File: src/rtl/multicycle_controller.sv
// multicycle_controller: control unit for the multicycle ARM-subset core.
// Main FSM sequencing memory/IR/regfile/PC/ALU, plus ALU decoder,
// condition check and the architectural NZCV flags register.
// Optional build macro MC_STATE_DBG_EN adds a 4-bit StateDbg output
// carrying the state encoding (FETCH=0 ... BRANCH=9).
module multicycle_controller #(
  parameter int ALUCTRL_W = 3,
  parameter int FLAG_W    = 4
) (
  input  logic                 clk,
  input  logic                 reset,
  input  logic [3:0]           Cond,
  input  logic [1:0]           Op,
  input  logic [5:0]           Funct,
  input  logic [3:0]           Rd,
  input  logic [FLAG_W-1:0]    ALUFlags,
  input  logic                 MemReady,
  output logic                 PCWrite,
  output logic                 IRWrite,
  output logic                 RegW,
  output logic                 MemW,
  output logic                 AdrSrc,
  output logic [1:0]           ResultSrc,
  output logic                 ALUSrcA,
  output logic [1:0]           ALUSrcB,
  output logic [1:0]           ImmSrc,
  output logic [1:0]           RegSrc,
  output logic [ALUCTRL_W-1:0] ALUControl,
  output logic [FLAG_W-1:0]    Flags
`ifdef MC_STATE_DBG_EN
  ,
  output logic [3:0]           StateDbg
`endif
);

  typedef enum logic [3:0] {
    FETCH    = 4'd0,
    DECODE   = 4'd1,
    MEMADR   = 4'd2,
    MEMREAD  = 4'd3,
    MEMWB    = 4'd4,
    MEMWRITE = 4'd5,
    EXECR    = 4'd6,
    EXECI    = 4'd7,
    ALUWB    = 4'd8,
    BRANCH   = 4'd9
  } state_t;

  localparam logic [ALUCTRL_W-1:0] ALU_ADD = ALUCTRL_W'(0);
  localparam logic [ALUCTRL_W-1:0] ALU_SUB = ALUCTRL_W'(1);
  localparam logic [ALUCTRL_W-1:0] ALU_AND = ALUCTRL_W'(2);
  localparam logic [ALUCTRL_W-1:0] ALU_ORR = ALUCTRL_W'(3);

  state_t                 state_q, state_d;
  logic [FLAG_W-1:0]      flags_q, flags_d;
  logic                   condex_q, condex_d;
  logic                   condex;
  logic                   in_exec;
  logic [ALUCTRL_W-1:0]   dec_alu;
  logic                   dec_nowrite;
  logic [1:0]             flag_w;
  logic                   pcw, irw, regw, memw;

  // ARM condition-field evaluation against NZCV
  function automatic logic cond_check(input logic [3:0] c, input logic n,
                                      input logic z, input logic cy,
                                      input logic v);
    logic r;
    case (c)
      4'b0000: r = z;
      4'b0001: r = ~z;
      4'b0010: r = cy;
      4'b0011: r = ~cy;
      4'b0100: r = n;
      4'b0101: r = ~n;
      4'b0110: r = v;
      4'b0111: r = ~v;
      4'b1000: r = cy & ~z;
      4'b1001: r = ~cy | z;
      4'b1010: r = (n == v);
      4'b1011: r = (n != v);
      4'b1100: r = ~z & (n == v);
      4'b1101: r = z | (n != v);
      4'b1110: r = 1'b1;
      default: r = 1'b0;
    endcase
    return r;
  endfunction

  assign condex  = cond_check(Cond, flags_q[FLAG_W-1], flags_q[FLAG_W-2],
                              flags_q[FLAG_W-3], flags_q[FLAG_W-4]);
  assign in_exec = (state_q == EXECR) || (state_q == EXECI);

  // ALU decoder: operation, write suppression and flag-write enables
  always_comb begin
    dec_alu     = ALU_ADD;
    dec_nowrite = 1'b1;
    flag_w      = 2'b00;
    case (Funct[4:1])
      4'b0100: begin dec_alu = ALU_ADD; dec_nowrite = 1'b0; flag_w = {2{Funct[0]}}; end
      4'b0010: begin dec_alu = ALU_SUB; dec_nowrite = 1'b0; flag_w = {2{Funct[0]}}; end
      4'b0000: begin dec_alu = ALU_AND; dec_nowrite = 1'b0; flag_w = {Funct[0], 1'b0}; end
      4'b1100: begin dec_alu = ALU_ORR; dec_nowrite = 1'b0; flag_w = {Funct[0], 1'b0}; end
      4'b1010: begin dec_alu = ALU_SUB; dec_nowrite = 1'b1; flag_w = {2{Funct[0]}}; end
      default: begin dec_alu = ALU_ADD; dec_nowrite = 1'b1; flag_w = 2'b00; end
    endcase
  end

  // Flags load on the edge leaving EXECR/EXECI; the condition result is kept
  // so ALUWB still judges against the pre-update flags of this instruction
  always_comb begin
    flags_d  = flags_q;
    condex_d = condex_q;
    if (in_exec) begin
      condex_d = condex;
      if (condex) begin
        if (flag_w[1]) flags_d[FLAG_W-1:FLAG_W-2] = ALUFlags[FLAG_W-1:FLAG_W-2];
        if (flag_w[0]) flags_d[FLAG_W-3:FLAG_W-4] = ALUFlags[FLAG_W-3:FLAG_W-4];
      end
    end
  end

  // State, flags and latched condition registers
  always_ff @(posedge clk or negedge reset) begin
    if (!reset) begin
      state_q  <= FETCH;
      flags_q  <= '0;
      condex_q <= 1'b0;
    end else begin
      state_q  <= state_d;
      flags_q  <= flags_d;
      condex_q <= condex_d;
    end
  end

  // Next-state and datapath control decode
  always_comb begin
    state_d   = state_q;
    pcw       = 1'b0;
    irw       = 1'b0;
    regw      = 1'b0;
    memw      = 1'b0;
    AdrSrc    = 1'b0;
    ResultSrc = 2'b00;
    ALUSrcA   = 1'b0;
    ALUSrcB   = 2'b00;
    case (state_q)
      FETCH: begin
        ALUSrcA   = 1'b1;
        ALUSrcB   = 2'b10;
        ResultSrc = 2'b10;
        irw       = MemReady;
        pcw       = MemReady;
        if (MemReady) state_d = DECODE;
      end
      DECODE: begin
        ALUSrcA   = 1'b1;
        ALUSrcB   = 2'b10;
        ResultSrc = 2'b10;
        case (Op)
          2'b01:   state_d = MEMADR;
          2'b00:   state_d = Funct[5] ? EXECI : EXECR;
          2'b10:   state_d = BRANCH;
          default: state_d = FETCH;
        endcase
      end
      MEMADR: begin
        ALUSrcB = 2'b01;
        state_d = Funct[0] ? MEMREAD : MEMWRITE;
      end
      MEMREAD: begin
        AdrSrc = 1'b1;
        if (MemReady) state_d = MEMWB;
      end
      MEMWB: begin
        ResultSrc = 2'b01;
        regw      = condex;
        state_d   = FETCH;
      end
      MEMWRITE: begin
        AdrSrc = 1'b1;
        memw   = condex;
        if (MemReady) state_d = FETCH;
      end
      EXECR: state_d = ALUWB;
      EXECI: begin
        ALUSrcB = 2'b01;
        state_d = ALUWB;
      end
      ALUWB: begin
        regw    = condex_q & ~dec_nowrite & (Rd != 4'd15);
        pcw     = condex_q & ~dec_nowrite & (Rd == 4'd15);
        state_d = FETCH;
      end
      BRANCH: begin
        ALUSrcB   = 2'b01;
        ResultSrc = 2'b10;
        pcw       = condex;
        state_d   = FETCH;
      end
      default: state_d = FETCH;
    endcase
  end

  // Write strobes are held off for as long as reset is asserted
  assign PCWrite    = pcw & reset;
  assign IRWrite    = irw & reset;
  assign RegW       = regw & reset;
  assign MemW       = memw & reset;
  assign ALUControl = in_exec ? dec_alu : ALU_ADD;
  assign ImmSrc     = Op;
  assign RegSrc     = {(Op == 2'b01), (Op == 2'b10)};
  assign Flags      = flags_q;
`ifdef MC_STATE_DBG_EN
  assign StateDbg   = state_q;
`endif

endmodule

File: config.mk
export PLATFORM = sky130hd
export DESIGN_NAME = multicycle_controller
export DESIGN_NICKNAME = d
export VERILOG_FILES = /design/src/rtl/multicycle_controller.sv
export SDC_FILE = /design/constraint.sdc
export NUM_CORES = 1
export LEC_CHECK = 0
export ABC_CLOCK_PERIOD_IN_PS = 4600
export CORE_MARGIN = 2
export CORE_UTILIZATION = 45
export CTS_BUF_LIST = sky130_fd_sc_hd__clkbuf_2
export CTS_CLUSTER_DIAMETER = 100
export DETAILED_ROUTE_END_ITERATION = 8
export PLACE_DENSITY = 0.92
export SYNTH_ARGS = -nofsm -noshare
export SYNTH_HDL_FRONTEND = slang
export SYNTH_SLANG_ARGS = --single-unit
File: constraint.sdc
create_clock -name clk -period 4.6 [get_ports clk]
set_input_delay 1.38 -clock clk [delete_from_list [all_inputs] [get_ports clk]]
set_output_delay 1.38 -clock clk [all_outputs]
set_load 0.01 [all_outputs]
======== Word level (Yosys, flattened, before mapping) ========
Index checks and enable logic that the tools add are counted.
operators by class
  equality and inequality tests ........... 36
  muxes and demuxes ....................... 19
  reduce and logical (&&, ||, !) cells .... 17
  bitwise operators ....................... 15
operators by type and width
  operator                                                                number
  4-bit equality test (second input constant)                             12
  4-bit by 3-bit equality test with 1-bit output (second input constant)  9
  4-bit one-hot mux with 6 select lines                                   1
  4-bit by 2-bit equality test with 1-bit output (second input constant)  5
  1-bit one-hot mux with 15 select lines                                  1
  4-bit logical NOT                                                       3
  4-bit two-way mux                                                       3
  2-bit one-hot mux with 2 select lines                                   3
  4-bit one-hot mux with 3 select lines                                   1
  2-bit OR reduction                                                      5
  1-bit AND                                                               9
  3-bit AND reduction                                                     3
  3-bit OR reduction                                                      3
  4-bit by 1-bit equality test with 1-bit output (second input constant)  2
  3-bit two-way mux                                                       2
  2-bit inequality test (second input constant)                           3
  2-bit one-hot mux with 3 select lines                                   1
  1-bit two-way mux                                                       5
  4-bit inequality test (second input constant)                           1
  1-bit NOT                                                               4
  4-bit OR reduction                                                      1
  1-bit one-hot mux with 3 select lines                                   1
  2-bit by 1-bit equality test with 1-bit output (second input constant)  1
  2-bit equality test (second input constant)                             1
  other kinds (6)                                                         7
storage, ports and cells
  output and inout port bits .............. 21
  input port bits ......................... 23
  logic and storage cells ................. 91
  flip-flop bits (word level) ............. 9

======== Depth between registers and ports, before layout ========
Gate-level depths: netlist of the first run.
  depth after elaboration ................. 6
  depth in mapped cells ................... 7
  depth with buffers taken out ............ 5

======== Worst setup path after synthesis of the first run ========
Ideal clock, no wire load.
  path type ............................... input -> output
  from .................................... in Cond[0]
  to ...................................... out PCWrite
  required time ........................... 3.220 ns
  setup slack ............................. 0.684 ns
  arrival ................................. 2.536 ns
  cell stages on the path ................. 6
  path buffers ............................ 1
  cell sequence ........................... clkbuf_2 -> nand2_1 -> o31ai_1 -> o31ai_2 -> and3_2 -> o31ai_1
on the way
  longest elaborated chain between the ends .. 4
  elaborated cells on any way between the ends .. 18
  classes of those cells .................. eq/ne: 14; mux: 2; bitwise: 1; reduce/logical: 1
RTL lines
  element                                      line  RTL
  start: declaration                           12    input logic [3:0] Cond,
  4-bit equality test (tied with other cells)  69    case (c)
  1-bit one-hot mux with 15 select lines *     69
  1-bit one-hot mux with 3 select lines *      147   case (state_q)
  1-bit AND *                                  206   assign PCWrite = pcw & reset;
  end: declaration                             18    output logic PCWrite,
Every way passes the cells marked *; elsewhere a longest branch is shown, timed or not.

======== Worst setup path in the final report of the first run ========
  from .................................... in Cond[1]
  to ...................................... out PCWrite
The elaborated chain is that of the path after synthesis.

==> results.sh, run 1 <==
export IMPL_fp_dieW_um=49.2
export IMPL_setup_viol=0
export IMPL_placed_area_um2=1380
export IMPL_final_cell_area_um2=1410
export IMPL_die_height_um=49.2
export IMPL_grt_antenna_before_repair=0
export IMPL_synth_seq_area_share_pct=24.5
export IMPL_grt_pass1_wl_um=4460
export IMPL_yosys_warnings=0
export IMPL_ctsHtreeMaxLevel=1
export IMPL_drive_above_1_share_pct=11.3
export IMPL_use_met3_pct=5.52
export IMPL_critPathSlowestCell="clkdlybuf4s50_1"
export IMPL_drtPass1Iterations=4
export IMPL_crit_family="buffers and inverters"
export IMPL_fillers=153
export IMPL_syn_num_nets=147
export IMPL_grt_overflow=0
export IMPL_finalSetupTns_ns=0
export IMPL_rows=16
export IMPL_path_max_fanout=4
export IMPL_setup_slack_ns=0.0494
export IMPL_synthToLayoutAreaGrowth_pct=52.7
export IMPL_io_buffers=42
export IMPL_cts_inserted_buffers=3
export IMPL_final_antenna_net_count=0
export IMPL_dp_hpwl_um=2100
export IMPL_finalMaxSlewViolations=0
export IMPL_routedWlPerCell_um=13.7
export IMPL_syn_area_per_cell_um2=7.43
export IMPL_synthArstFlopShare_pct=100
export IMPL_core_area_um2=1940
export IMPL_p_leak_uw=0.000594
export IMPL_path_clk_slew_ns=0.09
export IMPL_required_ns=3.22
export IMPL_num_vias=1067
export IMPL_status="finished, final reports clean"
export IMPL_startpoint_type="input pin"
export IMPL_grt_pass1_vias=1049
export IMPL_yosysUniqueCellTypes=38
export IMPL_clk_latency_ns=0.25
export IMPL_grt_max_degree=18
export IMPL_wl_um=2680
export IMPL_cp_startpoint="Cond[1]"
export IMPL_use_met2_pct=42.1
export IMPL_gp_congestion=0.761
export IMPL_pre_cts_ws_ns=-0.293
export IMPL_powerDensity_nw_per_um2=364
export IMPL_crit_buf_inv=2
export IMPL_period_minus_slack_ns=4.55
export IMPL_post_route_period_util_pct=98.9
export IMPL_syn_inst=124
export IMPL_worstHoldStart="condex_q"
export IMPL_drv_cap=0
export IMPL_viasPerCell=5.47
export IMPL_crit_path_end_kind="output pin"
export IMPL_fin_skew_ns=0.00106
export IMPL_path_cells="clkdlybuf4s50_1 > mux2i_1 > xnor2_1 > a32oi_1 > and3_2 > o31ai_2 > dlygate4sd2_1"
export IMPL_worstMarginPinSlew_ns=0.525
export IMPL_cpPeakStageDelay_ns=0.50
export IMPL_final_hold_violation_count=0
export IMPL_drc_errors=0
export IMPL_clock_path_buffers=2
export IMPL_ys_ff_latch=9
export IMPL_num_antenna_cells=0
export IMPL_synth_main_ff_cell="dfrtp_1"
export IMPL_die_area_um2=2420
export IMPL_io_pins=44
export IMPL_cts_root_buf="clkbuf_2"
export IMPL_cp_data_arrival_time_ns=3.17
export IMPL_met1_usage_pct=25.1
export IMPL_grt_busiest_layer="met2"
export IMPL_fmaxAchievable_mhz=220
export IMPL_grt_usage_pct=23.3
export IMPL_peakVddDrop_v=0.000296
export IMPL_synth_edff_count=0
export IMPL_slew_headroom_pct=65.0
export IMPL_tritoncts="yes"
export IMPL_drt_iter0_drc=25
export IMPL_hp_class="flop to flop"
export IMPL_start_util_pct=47.4
export IMPL_worstSetupPathType="input pin to output pin"
export IMPL_netlist_area_um2=921
export IMPL_worstReg2RegStart="state_q[2]"
export IMPL_nets=192
export IMPL_hold_buffers=0
export IMPL_clkSinkCount=9
## area by class of cell
type	count	area (um2)	share of cell area, %
Clock buffer	4	20.0	1.42
Timing Repair Buffer	51	480	34.2
Inverter	3	11.3	0.801
Tap cell	27	33.8	2.40
Sequential cell	9	225	16.0
Multi-Input combinational cell	101	636	45.2
## synth_stat cells, types with 2 or more instances
library cell / instances / share of area (%)
buf_4: 3 / 2.4
nor2_1: 14 / 5.7
nor3_1: 6 / 3.3
nand2_1: 11 / 4.5
nor2b_1: 6 / 4.1
o31ai_1: 2 / 1.6
mux2_1: 4 / 4.9
nor3b_1: 2 / 1.6
inv_1: 3 / 1.2
xor2_1: 3 / 2.9
xnor2_1: 2 / 1.9
a31oi_1: 2 / 1.4
clkbuf_1: 7 / 2.9
mux2i_1: 3 / 3.3
nand2b_1: 7 / 4.8
nand3b_1: 4 / 3.3
dfrtp_1: 9 / 24
o21ai_0: 5 / 2.7
nand3_1: 3 / 1.6
nand4_1: 3 / 2.0
a21oi_1: 8 / 4.3
## registers in the layout, summed over array words and instances, names as in the netlist
signal and flops:
condex_q 1, state_q 4, Flags 4
## worst reg2reg max path, cell delays in order, from the launching register on
cell and delay (ns):
dfrtp_1 0.68, nand3b_1 0.25, nor2_1 0.19, nand2_1 0.09, a311oi_2 0.27, mux2_1 0.36
## repair_timing
action                     CTS  global route
gates resized for setup      6             1
setup endpoints to repair    3             1
hold endpoints to repair     0             0
pin swaps                    0             0
setup buffers                1             0
## through the flow
step,util [%],total power [uW],hold slack (ns),std cells
after floorplan,-,316,0.442,124
after global placement,71.1,447,0.462,190
after detailed placement,71.1,459,0.472,190
after CTS,72.2,511,0.494,195
after global routing,72.4,552,0.522,195
final,72.4,513,0.494,195
## report_power, final
part / switching [uW] / leakage, uW / total [uW] / internal (uW)
Sequential: 61.4 / 0.000120 / 164 / 102
Clock: 29.0 / 0.0000166 / 52.1 / 23.1
Combinational: 132 / 0.000457 / 297 / 165
Total: 222 / 0.000594 / 513 / 290
## metal layers
| layer | vias up | routed length [um] |
|---|---|---|
| met5 | - | 0 |
| met4 | 0 | 70 |
| met3 | 11 | 184 |
| met2 | 56 | 1340 |
| met1 | 477 | 1080 |
| li1 | 523 | - |
## logic make-up (layout without fill, tap and decap cells)
kind of cell	Yosys count	in the layout	share of synthesized area (%)
compound gates	25	25	18.1
xor+xnor	5	5	4.76
buf+inv	14	58	7.06
flops	9	9	24.5
mux	7	7	8.15
other cells	1	1	0.407
simple gates	63	63	37.1
## worst paths after layout
path / cells after the start / endpoint / slack [ns]
max in group asynchronous: 2 / state_q[1] / 2.81
max: 7 / PCWrite / 0.05
min in group asynchronous: 1 / condex_q / 1.37
min reg2reg: 2 / condex_q / 0.49
min: 2 / condex_q / 0.49
max reg2reg: 5 / Flags[1] / 2.66
## layout by cell type, fill, tap and decap left out, drive strengths merged, types with 4 or more instances in the layout
| cell | netlist | layout |
|---|---|---|
| clkbuf | 8 | 4 |
| a21oi | 8 | 8 |
| nor2 | 14 | 14 |
| o21ai | 5 | 5 |
| clkdlybuf4s50 | 0 | 36 |
| nand2 | 11 | 11 |
| dfrtp | 9 | 9 |
| mux2 | 4 | 4 |
| nand3b | 4 | 4 |
| nor3 | 6 | 6 |
| nand2b | 7 | 7 |
| buf | 3 | 9 |
| nor2b | 6 | 6 |
| dlygate4sd2 | 0 | 6 |
No activity file was read; power rests on OpenSTA's default activity.
==> inputs of run 2 (changes only) <==
--- a/config.mk
+++ b/config.mk
@@ -5,13 +5,15 @@
 export SDC_FILE = /design/constraint.sdc
 export NUM_CORES = 1
 export LEC_CHECK = 0
+export ABC_AREA = 1
 export ABC_CLOCK_PERIOD_IN_PS = 4600
 export CORE_MARGIN = 2
 export CORE_UTILIZATION = 45
 export CTS_BUF_LIST = sky130_fd_sc_hd__clkbuf_2
 export CTS_CLUSTER_DIAMETER = 100
 export DETAILED_ROUTE_END_ITERATION = 8
-export PLACE_DENSITY = 0.92
+export PLACE_DENSITY = 0.93
+export SKIP_CTS_REPAIR_TIMING = 1
 export SYNTH_ARGS = -nofsm -noshare
 export SYNTH_HDL_FRONTEND = slang
 export SYNTH_SLANG_ARGS = --single-unit
==> results.sh, run 2 <==
export IMPL_viasPerCell=5.11
export IMPL_crit_top_cell="nand2_1"
export IMPL_yosys_area_top_type_share_pct=24.9
export IMPL_synthAdderAreaFrac_pct=0
export IMPL_synth_largest_area_cell="dfrtp_1"
export IMPL_nets=225
export IMPL_peakVddDrop_v=0.000413
export IMPL_fmaxAchievable_mhz=234
export IMPL_final_antenna_net_count=0
export IMPL_layout_commonest_cell="nand2_1"
export IMPL_p_leak_uw=0.000733
export IMPL_wl_met1_um=1010
export IMPL_ys_ff_latch=9
export IMPL_drt_iter0_drc=31
export IMPL_tritoncts="yes"
export IMPL_io_buffers=42
export IMPL_multi_input_area_um2=563
export IMPL_syn_num_nets=180
export IMPL_dp_hpwl_um=2230
export IMPL_clock_path_buffers=2
export IMPL_synth_main_ff_cell="dfrtp_1"
export IMPL_syn_area_per_cell_um2=5.76
export IMPL_final_cell_mix="nand2_1 (45), clkdlybuf4s50_1 (37), nor2_1 (23)"
export IMPL_grt_pass1_vias=1084
export IMPL_critPathSlowestCell="clkdlybuf4s50_1"
export IMPL_post_route_period_util_pct=92.9
export IMPL_grt_antenna_before_repair=0
export IMPL_setup_viol=0
export IMPL_syn_inst=157
export IMPL_path_max_fanout=4
export IMPL_synthArstFlopShare_pct=100
export IMPL_regArea_um2=225
export IMPL_rows=16
export IMPL_io_pins=44
export IMPL_wl_met3_um=163
export IMPL_final_hold_violation_count=0
export IMPL_synth_xor_area_share_pct=0
export IMPL_synthTopCellsByCount="nand2_1 (45), nor2_1 (25), inv_1 (21), nand3_1 (16), dfrtp_1 (9)"
export IMPL_synth_edff_count=0
export IMPL_gp_congestion=0.937
export IMPL_netlist_area_um2=905
export IMPL_synth_top_family_by_area="simple AND/OR/NAND/NOR gates"
export IMPL_ctsHtreeMaxLevel=1
export IMPL_yosys_cell_count_top_type="nand2_1"
export IMPL_grt_overflow=0
export IMPL_start_util_pct=47.1
export IMPL_synth_area_top_cells="dfrtp_1 (25%), nand2_1 (19%), nor2_1 (10%), nand3_1 (8.9%), inv_1 (8.7%)"
export IMPL_crit_path_end_kind="output pin"
export IMPL_finalPower_uw=545
export IMPL_fp_dieW_um=48.8
export IMPL_die_area_um2=2380
export IMPL_yosysUniqueCellTypes=23
export IMPL_crit_family="buffers and inverters"
export IMPL_num_antenna_cells=0
export IMPL_fillers=175
export IMPL_cpPeakStageDelay_ns=0.54
export IMPL_drtPass1Iterations=4
export IMPL_core_area_um2=1920
export IMPL_clkSinkCount=9
export IMPL_met2WireLength_um=1390
export IMPL_holdWs_ns=0.563
export IMPL_finalMaxSlewViolations=0
export IMPL_status="finished, final reports clean"
export IMPL_path_cells="clkdlybuf4s50_1 > nand2_1 > a21oi_1 > nand2_1 > nand2_1 > nand2_1 > nor2_2 > nand2_4 > nand2_1 > nor2_1 > dlymetal6s2s_1"
export IMPL_finalSetupTns_ns=0
export IMPL_startpoint_type="input pin"
export IMPL_hp_class="flop to flop"
export IMPL_path_clk_slew_ns=0.09
export IMPL_yosys_warnings=0
export IMPL_cts_root_buf="clkbuf_2"
export IMPL_die_height_um=48.8
export IMPL_cp_data_arrival_time_ns=2.89
export IMPL_crit_buf_inv=2
export IMPL_worstSetupPathType="input pin to output pin"
export IMPL_regToRegSetupSlack_ns=3.07
export IMPL_period_minus_slack_ns=4.27
export IMPL_drc_errors=0
export IMPL_cts_inserted_buffers=3
export IMPL_grt_pass1_wl_um=4370
export IMPL_num_vias=1165
export IMPL_synthMuxAreaShare_pct=0
export IMPL_drv_cap=0
export IMPL_synth_compound_area_share_pct=10.1
export IMPL_top_layer="met4"
export IMPL_grt_setup_unrepaired="false"
export IMPL_drive_above_1_share_pct=8.46
export IMPL_fin_skew_ns=0.0173
export IMPL_yosys_area_share_simple_pct=51.2
export IMPL_powerDensity_nw_per_um2=394
export IMPL_routedWlPerCell_um=11.7
export IMPL_synthToLayoutAreaGrowth_pct=53.0
export IMPL_wl_um=2670
export IMPL_clk_latency_ns=0.27
export IMPL_grt_usage_pct=23.6
export IMPL_synth_seq_area_share_pct=24.9
export IMPL_required_ns=3.22
export IMPL_grt_max_degree=9
run 2: where the power goes:
group          leakage (uW)  switching, uW  internal, uW
Combinational      0.000598            185           162
Clock             0.0000166           33.3          23.1
Sequential         0.000119           35.0           106
Total              0.000733            253           292
run 2: layout make-up:
class	instances	area share [%]
Sequential cell	9	16.3
Timing Repair Buffer	44	32.4
Inverter	25	6.78
Multi-Input combinational cell	119	40.7
Clock buffer	4	1.45
Tap cell	27	2.44
run 2: path summary, 6_finish.rpt:
| path | from | end | depth (start not counted) |
|---|---|---|---|
| worst min register to register | Flags[2] | Flags[2] | 2 |
| max in group asynchronous | reset | Flags[2] | 2 |
| min in group asynchronous | reset | state_q[0] | 1 |
| worst max-delay path | Cond[2] | MemW | 11 |
| worst min-delay path | Flags[2] | Flags[2] | 2 |
| worst max register to register | state_q[2] | state_q[2] | 8 |
run 2: worst reg2reg max path, cell delays in order, from the launching register on:
cell and delay [ns]:
dfrtp_1 0.42, nor2_1 0.27, inv_2 0.10, nor2_1 0.17, nand2_1 0.12, nand3_1 0.09, nand2_1 0.10, nor2_1 0.10
a31oi_1 0.05
run 2: logic make-up (layout without fill, tap and decap cells):
logic type | after synthesis | in the layout
AOI/OAI and AO/OA | 16 | 16
buffers and inverters | 29 | 73
DFF | 9 | 9
other | 1 | 1
and+or+nand+nor | 102 | 102
run 2: per-stage QoR:
stage               utilization [%]  setup WS, ns  instances  area, um2
floorplan                         -          1.06        157        905
global placement               70.1      -0.00768        224       1350
detailed placement             70.1       -0.0276        224       1350
CTS                            71.1       -0.0518        228       1370
global route                   72.0         0.229        228       1380
finish                         72.0         0.326        228       1380
run 2: routing by layer:
layer / track usage (%) / up-vias
met1: 24.9 / 512
li1: - / 590
met2: 44.7 / 52
met3: 2.45 / 11
met4: 13.8 / 0
met5: 0 / -
